### src/rtl/adc_sample_sched_if.sv
`default_nettype none
// ============================================================================
//  Module      : adc_sample_sched_if
//  Description : Handshake between the sample scheduler (master) and the
//                SPI ADC engine (slave): start request, busy, result strobe
//                and data.
//  Revision    : 1.0 - initial release
// ============================================================================
interface adc_sample_sched_if;
    logic        adc_start;
    logic        adc_busy;
    logic        adc_valid;
    logic [11:0] adc_data;

    modport master (
        output adc_start,
        input  adc_busy,
        input  adc_valid,
        input  adc_data
    );

    modport slave (
        input  adc_start,
        output adc_busy,
        output adc_valid,
        output adc_data
    );
endinterface
`default_nettype wire

### src/rtl/adc_sample_sched.sv
`default_nettype none
// ============================================================================
//  Module      : adc_sample_sched
//  Description : Periodically requests ADC conversions, averages batches of
//                2**AVG_LOG2 samples, converts the average to four BCD
//                digits by serial double-dabble and publishes them. Sticky
//                overrun and timeout flags.
//  Revision    : 1.0 - initial release
// ============================================================================
module adc_sample_sched #(
    parameter int PERIOD_W = 24,
    parameter int AVG_LOG2 = 2,
    parameter int TIMEOUT  = 1024
) (
    input  logic                clk,
    input  logic                rst,
    input  logic                en,
    input  logic [PERIOD_W-1:0] period,
    input  logic                err_clr,
    adc_sample_sched_if.master  adc,
    output logic [3:0]          ones,
    output logic [3:0]          tens,
    output logic [3:0]          hundreds,
    output logic [3:0]          thousands,
    output logic                disp_valid,
    output logic                overrun,
    output logic                timeout_err
);

    localparam int ACC_W = 12 + AVG_LOG2;
    localparam int CNT_W = AVG_LOG2 + 1;
    localparam int TO_W  = $clog2(TIMEOUT + 1);
    localparam logic [CNT_W-1:0] c_last_idx = CNT_W'((1 << AVG_LOG2) - 1);
    localparam logic [TO_W-1:0]  c_to_last  = TO_W'(TIMEOUT - 1);

    typedef enum logic [2:0] {
        S_IDLE      = 3'd0,
        S_WAIT_TICK = 3'd1,
        S_START     = 3'd2,
        S_WAIT_DATA = 3'd3,
        S_LOAD      = 3'd4,
        S_BCD       = 3'd5,
        S_PUBLISH   = 3'd6
    } state_t;

    state_t              r_state;
    logic [PERIOD_W-1:0] r_tick_cnt;
    logic [PERIOD_W-1:0] r_period;
    logic [ACC_W-1:0]    r_acc;
    logic [CNT_W-1:0]    r_cnt;
    logic [TO_W-1:0]     r_to_cnt;
    logic [11:0]         r_bin;
    logic [15:0]         r_bcd;
    logic [3:0]          r_iter;
    logic [15:0]         r_digits;
    logic                r_adc_start;
    logic                r_disp_valid;
    logic                r_overrun;
    logic                r_timeout;

    logic [PERIOD_W-1:0] w_period_sat;
    logic                w_tick;
    logic                w_ovr_set;
    logic                w_to_set;
    logic [15:0]         w_bcd_adj;

    // Periods below 2 would make the tick permanent, so clamp them.
    assign w_period_sat = (period < PERIOD_W'(2)) ? PERIOD_W'(2) : period;
    assign w_tick       = en && (r_state != S_IDLE) && (r_tick_cnt == r_period - 1'b1);
    // A tick outside WAIT_TICK is dropped and flagged rather than queued.
    assign w_ovr_set    = w_tick && (r_state != S_WAIT_TICK);
    assign w_to_set     = en && (r_state == S_WAIT_DATA) && !adc.adc_valid
                          && (r_to_cnt == c_to_last);

    // Double-dabble correction: bump each digit >= 5 before the shift.
    for (genvar gi = 0; gi < 4; gi++) begin : g_dd_adj
        assign w_bcd_adj[gi*4 +: 4] = (r_bcd[gi*4 +: 4] >= 4'd5) ?
                                      r_bcd[gi*4 +: 4] + 4'd3 : r_bcd[gi*4 +: 4];
    end

    // Tick counter: held at 0 (and period reloaded) while idle or disabled.
    always_ff @(posedge clk) begin
        if (rst) begin
            r_tick_cnt <= '0;
            r_period   <= '0;
        end else if (!en || r_state == S_IDLE || w_tick) begin
            r_tick_cnt <= '0;
            r_period   <= w_period_sat;
        end else begin
            r_tick_cnt <= r_tick_cnt + 1'b1;
        end
    end

    // Sequencer: request, accumulate, convert, publish; sticky error flags.
    always_ff @(posedge clk) begin
        if (rst) begin
            r_state      <= S_IDLE;
            r_acc        <= '0;
            r_cnt        <= '0;
            r_to_cnt     <= '0;
            r_bin        <= '0;
            r_bcd        <= '0;
            r_iter       <= '0;
            r_digits     <= '0;
            r_adc_start  <= 1'b0;
            r_disp_valid <= 1'b0;
            r_overrun    <= 1'b0;
            r_timeout    <= 1'b0;
        end else begin
            r_adc_start  <= 1'b0;
            r_disp_valid <= 1'b0;
            r_overrun    <= w_ovr_set | (r_overrun & ~err_clr);
            r_timeout    <= w_to_set  | (r_timeout & ~err_clr);
            if (!en) begin
                r_state <= S_IDLE;
                r_acc   <= '0;
                r_cnt   <= '0;
            end else begin
                case (r_state)
                    S_IDLE: r_state <= S_WAIT_TICK;
                    S_WAIT_TICK: begin
                        if (w_tick) r_state <= S_START;
                    end
                    S_START: begin
                        if (!adc.adc_busy) begin
                            r_adc_start <= 1'b1;
                            r_to_cnt    <= '0;
                            r_state     <= S_WAIT_DATA;
                        end
                    end
                    S_WAIT_DATA: begin
                        if (adc.adc_valid) begin
                            r_acc <= r_acc + ACC_W'(adc.adc_data);
                            if (r_cnt == c_last_idx) begin
                                r_state <= S_LOAD;
                            end else begin
                                r_cnt   <= r_cnt + 1'b1;
                                r_state <= S_WAIT_TICK;
                            end
                        end else if (w_to_set) begin
                            r_acc   <= '0;
                            r_cnt   <= '0;
                            r_state <= S_WAIT_TICK;
                        end else begin
                            r_to_cnt <= r_to_cnt + 1'b1;
                        end
                    end
                    S_LOAD: begin
                        r_bin   <= 12'(r_acc >> AVG_LOG2);
                        r_bcd   <= '0;
                        r_iter  <= '0;
                        r_acc   <= '0;
                        r_cnt   <= '0;
                        r_state <= S_BCD;
                    end
                    S_BCD: begin
                        {r_bcd, r_bin} <= {w_bcd_adj, r_bin} << 1;
                        r_iter         <= r_iter + 1'b1;
                        if (r_iter == 4'd11) r_state <= S_PUBLISH;
                    end
                    S_PUBLISH: begin
                        r_digits     <= r_bcd;
                        r_disp_valid <= 1'b1;
                        r_state      <= S_WAIT_TICK;
                    end
                    default: r_state <= S_IDLE;
                endcase
            end
        end
    end

    assign adc.adc_start = r_adc_start;
    assign ones          = r_digits[3:0];
    assign tens          = r_digits[7:4];
    assign hundreds      = r_digits[11:8];
    assign thousands     = r_digits[15:12];
    assign disp_valid    = r_disp_valid;
    assign overrun       = r_overrun;
    assign timeout_err   = r_timeout;

endmodule
`default_nettype wire

### src/flat_wrapper.sv
// flat-port wrapper written by rule: the top's interface ports become plain ports
module adc_sample_sched_flat 
#(
    parameter int PERIOD_W = 24,
    parameter int AVG_LOG2 = 2,
    parameter int TIMEOUT  = 1024
)
  (clk, rst, en, period, err_clr, ones, tens, hundreds, thousands, disp_valid, overrun, timeout_err, adc_adc_start, adc_adc_busy, adc_adc_valid, adc_adc_data);
  adc_sample_sched_if adc_i ();
  input  logic clk;
  input  logic rst;
  input  logic en;
  input  logic [PERIOD_W-1:0] period;
  input  logic err_clr;
  output logic [3:0] ones;
  output logic [3:0] tens;
  output logic [3:0] hundreds;
  output logic [3:0] thousands;
  output logic disp_valid;
  output logic overrun;
  output logic timeout_err;
  output wire logic [$bits(adc_i.adc_start)-1:0] adc_adc_start;
  input wire logic [$bits(adc_i.adc_busy)-1:0] adc_adc_busy;
  input wire logic [$bits(adc_i.adc_valid)-1:0] adc_adc_valid;
  input wire logic [$bits(adc_i.adc_data)-1:0] adc_adc_data;
  assign adc_adc_start = adc_i.adc_start;
  assign adc_i.adc_busy = adc_adc_busy;
  assign adc_i.adc_valid = adc_adc_valid;
  assign adc_i.adc_data = adc_adc_data;
  adc_sample_sched #(.PERIOD_W(PERIOD_W), .AVG_LOG2(AVG_LOG2), .TIMEOUT(TIMEOUT)) u_core (.clk(clk), .rst(rst), .en(en), .period(period), .err_clr(err_clr), .adc(adc_i), .ones(ones), .tens(tens), .hundreds(hundreds), .thousands(thousands), .disp_valid(disp_valid), .overrun(overrun), .timeout_err(timeout_err));
endmodule
### config.mk
export PLATFORM = sky130hd
export DESIGN_NAME = adc_sample_sched_flat
export DESIGN_NICKNAME = d
export VERILOG_FILES = /design/src/rtl/adc_sample_sched_if.sv /design/src/rtl/adc_sample_sched.sv /design/src/flat_wrapper.sv
export SDC_FILE = /design/constraint.sdc
export NUM_CORES = 1
export LEC_CHECK = 0
export ABC_AREA = 1
export CORE_MARGIN = 2
export CORE_UTILIZATION = 55
export DETAILED_ROUTE_END_ITERATION = 8
export GPL_TIMING_DRIVEN = 0
export PLACE_DENSITY = 0.76
export SYNTH_ARGS = -nofsm -noshare
export SYNTH_HDL_FRONTEND = slang
export SYNTH_SLANG_ARGS = --single-unit
### constraint.sdc
create_clock -name clk -period 2.6 [get_ports clk]
set_clock_uncertainty 0.1 [all_clocks]
set_input_delay 0.52 -clock clk [delete_from_list [all_inputs] [get_ports clk]]
set_output_delay 0.52 -clock clk [all_outputs]
set_load 0.05 [all_outputs]
* Word level (Yosys, flattened, before mapping)
Index checks and enable logic that the tools add are counted.
** Storage, ports and cells
- Register bits after elaboration :: 131
- Latch bits :: 0
- Memory bits (writable) :: 0
- ROM bits :: 0
- Input port bits :: 42
- Output and inout port bits :: 20
- Memories kept :: 0
** Operators by class
- $add $sub $neg :: 10
- Multiply operators :: 0
- Div/mod/pow operators :: 0
- Magnitude comparators :: 5
- Equal/unequal tests :: 18
- Shift operators :: 0
- Multiplexer cells :: 28
- Bitwise logic cells :: 7
- Reduce and logical (&&, ||, !) cells :: 25
** Operators by type and width (number)
- 11-bit two-way mux :: 3
- 16-bit case mux with 2 select lines :: 1
- 3-bit two-way mux :: 10
- 14-bit two-way mux :: 2
- 14-bit case mux with 2 select lines :: 1
- 24-bit by 1-bit adder with 24-bit output (second input constant) :: 1
- 24-bit == test :: 1
- 24-bit by 2-bit less-than comparator with 1-bit output (second input constant) :: 1
- 24-bit two-way mux :: 1
- 12-bit case mux with 2 select lines :: 1
- 24-bit by 1-bit subtractor with 24-bit output (second input constant) :: 1
- 11-bit case mux with 2 select lines :: 1
- 3-bit case mux with 6 select lines :: 1
- 4-bit by 3-bit >= comparator with 1-bit output (second input constant) :: 4
- 14-bit by 12-bit adder with 14-bit output :: 1
- 4-bit by 2-bit adder with 4-bit output (second input constant) :: 3
- 4-bit two-way mux :: 3
- 11-bit by 1-bit adder with 11-bit output (second input constant) :: 1
- 11-bit by 10-bit == test with 1-bit output (second input constant) :: 1
- 3-bit by 2-bit == test with 1-bit output (second input constant) :: 3
- 3-bit == test (second input constant) :: 3
- 4-bit case mux with 2 select lines :: 1
- 1-bit logical AND :: 6
- 2-bit inequality test (second input constant) :: 3
- other kinds (25) :: 39

* Depth between registers and ports, before layout
- Depth in word-level cells :: 7
- Mapped depth :: 17
- Mapped depth without buffers :: 16

* Worst setup path after synthesis
Ideal clock, no wire load.
- Path type :: flip-flop to flip-flop
- Start :: register u_core.r_period[0]
- End :: register u_core.r_period[19]
- Arrival :: 1.864 ns
- Required time :: 2.385 ns
- Path slack :: 0.521 ns
- Stages on the path, launching flop included :: 17
- Path buffers :: 1
- Cells stage by stage :: dfxtp_1 > inv_1 > ha_1 > nand2_2 > nor2_4 > nand3_1 > nand2_1 > nand2_1 > nand2_1 > nand3_1 > nor2_1 > nand3_2 > nand2_4 > nor2_8 > inv_4 > buf_8 > o21ai_2
** Between the ends
- Word-level cells in the longest chain between the ends :: 4
** Ends and longest elaborated chain
- start: declaration :: line adc_sample_sched.sv:48 : logic [PERIOD_W-1:0] r_period;
- start signal: assignment :: line adc_sample_sched.sv:88 : r_period <= w_period_sat;
- 24-bit by 1-bit subtractor with 24-bit output :: line adc_sample_sched.sv:69 : assign w_tick = en && (r_state != S_IDLE) && (r_tick_cnt == r_period - 1'b1);
- 24-bit == test :: line adc_sample_sched.sv:69
- 1-bit logical AND :: line adc_sample_sched.sv:69
- 1-bit logical OR :: line adc_sample_sched.sv:86 : end else if (!en || r_state == S_IDLE || w_tick) begin
No other way between the ends.
A chain may end at the register's enable or synchronous reset.

* Worst setup path after layout
- Start :: register u_core.r_period[7]
- End :: register u_core.r_period[18]
The elaborated chain is that of the path after synthesis.

==> metrics.md <==
| Metric | Value |
|---|---|
| Fin cells | 1,306 |
| First-pass detailed-route iteration total | 5 |
| Asr flop ratio synth | 0% |
| Fin area | 8740 µm² |
| Unique masters post-synth | 46 |
| CTS tree | built |
| Share of the yosys chip area belonging to registers | 35.9% |
| Crit path top cell by count | nand3_1 |
| Post-Syn Area | 7300 µm² |
| MaxCap Viol Count | 0 |
| Final min period | 2450 ps |
| Synth warn | 0 |
| Clock transition at path regs | 60 ps |
| Setup bufs post-CTS | 0 |
| Max-slew violation count | 0 |
| PortBufs | 61 |
| Leak | 3.46 nW |
| Total GRT Usage | 26.6% |
| PD cells | 559 nW/µm² |
| Die area | 14,200 µm² |
| Rel. slew slack | 55.1% |
| Area grow syn2layout | 19.7% |
| Clock buffer count from CTS | 17 |
| Share of post-route cells with drive strength above 1 | 9.03% |
| Num ports | 62 |
| Dpl cells | 1,274 |
| Setup crit end kind | register |
| Core Rows | 42 |
| Area of the core | 13,100 µm² |
| Vias in the first global route | 6,446 |
| HP Class | register to register |
| Via total after detailed routing | 6,959 |
| Hold Buf Count CTS | 0 |
| # diodes | 0 |
| H-tree depth | 4 |
| GRT overflow | 0 |
| Syn avg cell area | 7.04 µm² |
| Worst path max stage delay | 350 ps |
| Critical Path RT | 2810 ps |
| Final hold violation count | 0 |
| Synth top area share | 35.9% |
| Synthesized netlist cell count | 1,037 |
| Dominant synthesized flop cell | dfxtp_1 |
| Synth area leader | dfxtp_1 |
| Worst slew pin tran | 673 ps |
| Drt via density | 5.33 |
| DP Area | 8130 µm² |
| Largest cells by area after synthesis | dfxtp_1, nand2_1, inv_1 |
| Final HPWL DP | 13.7 mm |
| DRC | 0 |
| Initial antenna violation count | 0 |
| Fin crit share | 94.4% |
| First-pass GRT wire length | 30.2 mm |
| Syn nets | 1,106 |
| Antenna Nets Post-Route | 0 |
| Longest Clk Path Bufs | 2 |
| RePlAce Congestion | 0.965 |
| Bufs and invs on worst path | 2 |
| Post-synth EDFFs | 0 |
| Die width | 119 µm |
| CP arrival | 2660 ps |
| # nets final | 1,186 |
| Final Core Density | 66.8% |
| Crit start category | register |
| Largest net degree at the start of global routing | 17 |
| CP max-delay cell | dfxtp_1 |
| Crit path cell chain | nor2_1, nand2_1, nor2_4, nand4_1, nand3_1, nand3_1, nor2_2, nand3_2, nand2_4, nor2_8, inv_4, buf_8, o21ai_2 |
| DRT Wirelength | 18.2 mm |
| Routed WL per cell | 14.0 µm |
| Final setup viols | 0 |
| Peak VDD IR | 0.554 mV |
| # clock sinks | 131 |
| Die span in y | 119 µm |
| Clock tree root buffer cell | clkbuf_16 |
| Critical Path Fanout Max | 10 |
| Starting Density | 55.8% |
| WS Path Type | register to register |
| Status | finished, final reports clean |
| Top delay family on crit path | simple AND/OR/NAND/NOR gates |
| FMAX | 408 MHz |
| DR iter-0 viols | 489 |
| Fillers | 1,172 |
| Later-pin clock latency in the skew report | 420 ps |
| #FFs+latches synth | 131 |
-- worst paths after layout --
kind,from,endpoint,slack (ps),depth (start not counted)
hold / removal,u_core.r_acc[0],u_core.r_acc[0],360,2
setup reg to reg,u_core.r_period[7],u_core.r_period[18],150,13
setup / recovery,u_core.r_period[7],u_core.r_period[18],150,13
hold reg to reg,u_core.r_acc[0],u_core.r_acc[0],360,2
-- cell usage in the layout, fill, tap and decap left out, drive strengths merged, types with 2 or more instances in the layout --
master / instances
nand2: 220
dfxtp: 131
nor2: 123
inv: 121
a21oi: 83
o21ai: 79
nand3: 70
clkdlybuf4s50: 61
clkbuf: 42
xor2: 32
ha: 26
nor3: 22
nand4: 20
xnor2: 12
or2: 11
clkinv: 10
a211oi: 9
a31oi: 8
nand3b: 8
buf: 7
a21boi: 6
nor4: 6
o21bai: 4
o21a: 4
nor3b: 3
o211ai: 3
clkinvlp: 2
-- metal layers --
metal / vias to the layer above / GRT usage [%] / share of wire, %
li1: 3576 / - / -
met1: 3161 / 33.2 / 45
met2: 169 / 43.8 / 48
met3: 53 / 5.22 / 4.2
met4: 0 / 13.2 / 3.6
met5: - / 0 / 0
-- power by group --
part | internal, mW | switching, mW
clock | 1.39 | 0.916
combinational | 0.193 | 0.304
sequential | 2.04 | 0.0414
-- timing repair --
action                                  4_1_cts  5_1_grt
pin swaps                                     0        1
cloned                                        0        0
endpoints found under the setup margin        4       54
resized for setup                             1       10
-- per-stage QoR --
step | hold slack, ps | power [mW] | setup slack [ps] | TNS, ps
after floorplan | 337 | 2.43 | 521 | 0
after global placement | 351 | 2.60 | -271 | -5280
after detailed placement | 354 | 2.61 | -280 | -5790
after CTS | 366 | 4.89 | 0.148 | 0
after global routing | 393 | 5.06 | -0.889 | -0.889
final | 364 | 4.88 | 146 | 0
-- cell type report --
| cell class | instances | area (µm²) | share of cell area [%] |
|---|---|---|---|
| Buffer | 29 | 151 | 1.73 |
| Clock buffer | 20 | 467 | 5.34 |
| Clock inverter | 12 | 105 | 1.20 |
| Inverter | 122 | 460 | 5.27 |
| Multi-Input combinational cell | 755 | 4100 | 46.9 |
| Sequential cell | 131 | 2620 | 30.0 |
| Tap cell | 176 | 220 | 2.52 |
| Timing Repair Buffer | 61 | 611 | 6.99 |
-- sequential cells by signal, indices dropped and copies added (netlist names) --
name	cells
u_core.disp_valid	1
u_core.r_period	24
u_core.r_acc	14
u_core.r_to_cnt	11
u_core.timeout_err	1
u_core.r_state	3
u_core.adc.adc_start	1
u_core.r_cnt	3
u_core.r_digits	16
u_core.overrun	1
u_core.r_tick_cnt	24
u_core.r_iter	4
u_core.r_bin	12
u_core.r_bcd	16
-- kinds of logic (layout without fill, tap and decap cells) --
kind of cell / Yosys count / after routing / share of synthesized area [%]
compound gates: 199 / 199 / 15.4
flops: 131 / 131 / 35.9
buf+inv: 151 / 244 / 8.38
simple gates: 485 / 485 / 30.2
xor+xnor: 44 / 44 / 5.28
fa+ha+maj: 27 / 27 / 4.73
-- cell usage after synthesis (2+ instances only) --
master,instances
or2_2,11
nor3_1,18
nand2_2,3
a31oi_1,8
nor2_2,13
nand2_1,216
clkinv_1,3
o21ai_0,67
o21a_1,4
a211oi_1,9
dfxtp_1,131
o21bai_1,4
o21ai_2,7
xnor2_1,12
nor2_1,104
nand3_2,2
a21oi_2,6
a21oi_1,77
nor3b_1,3
nor4_1,6
o211ai_1,3
clkbuf_1,22
nor3_2,4
ha_1,26
nand4_1,20
o21ai_1,5
nor2_4,5
inv_1,117
a21boi_0,6
nand3b_1,8
buf_4,2
xor2_1,32
nand3_1,68
buf_6,3
-- tightest hold or removal path: stages (launching register included) --
cell and delay [ps]:
dfxtp_1 310, nand2_1 60, a21oi_1 50
No activity file was read; power rests on OpenSTA's default activity.
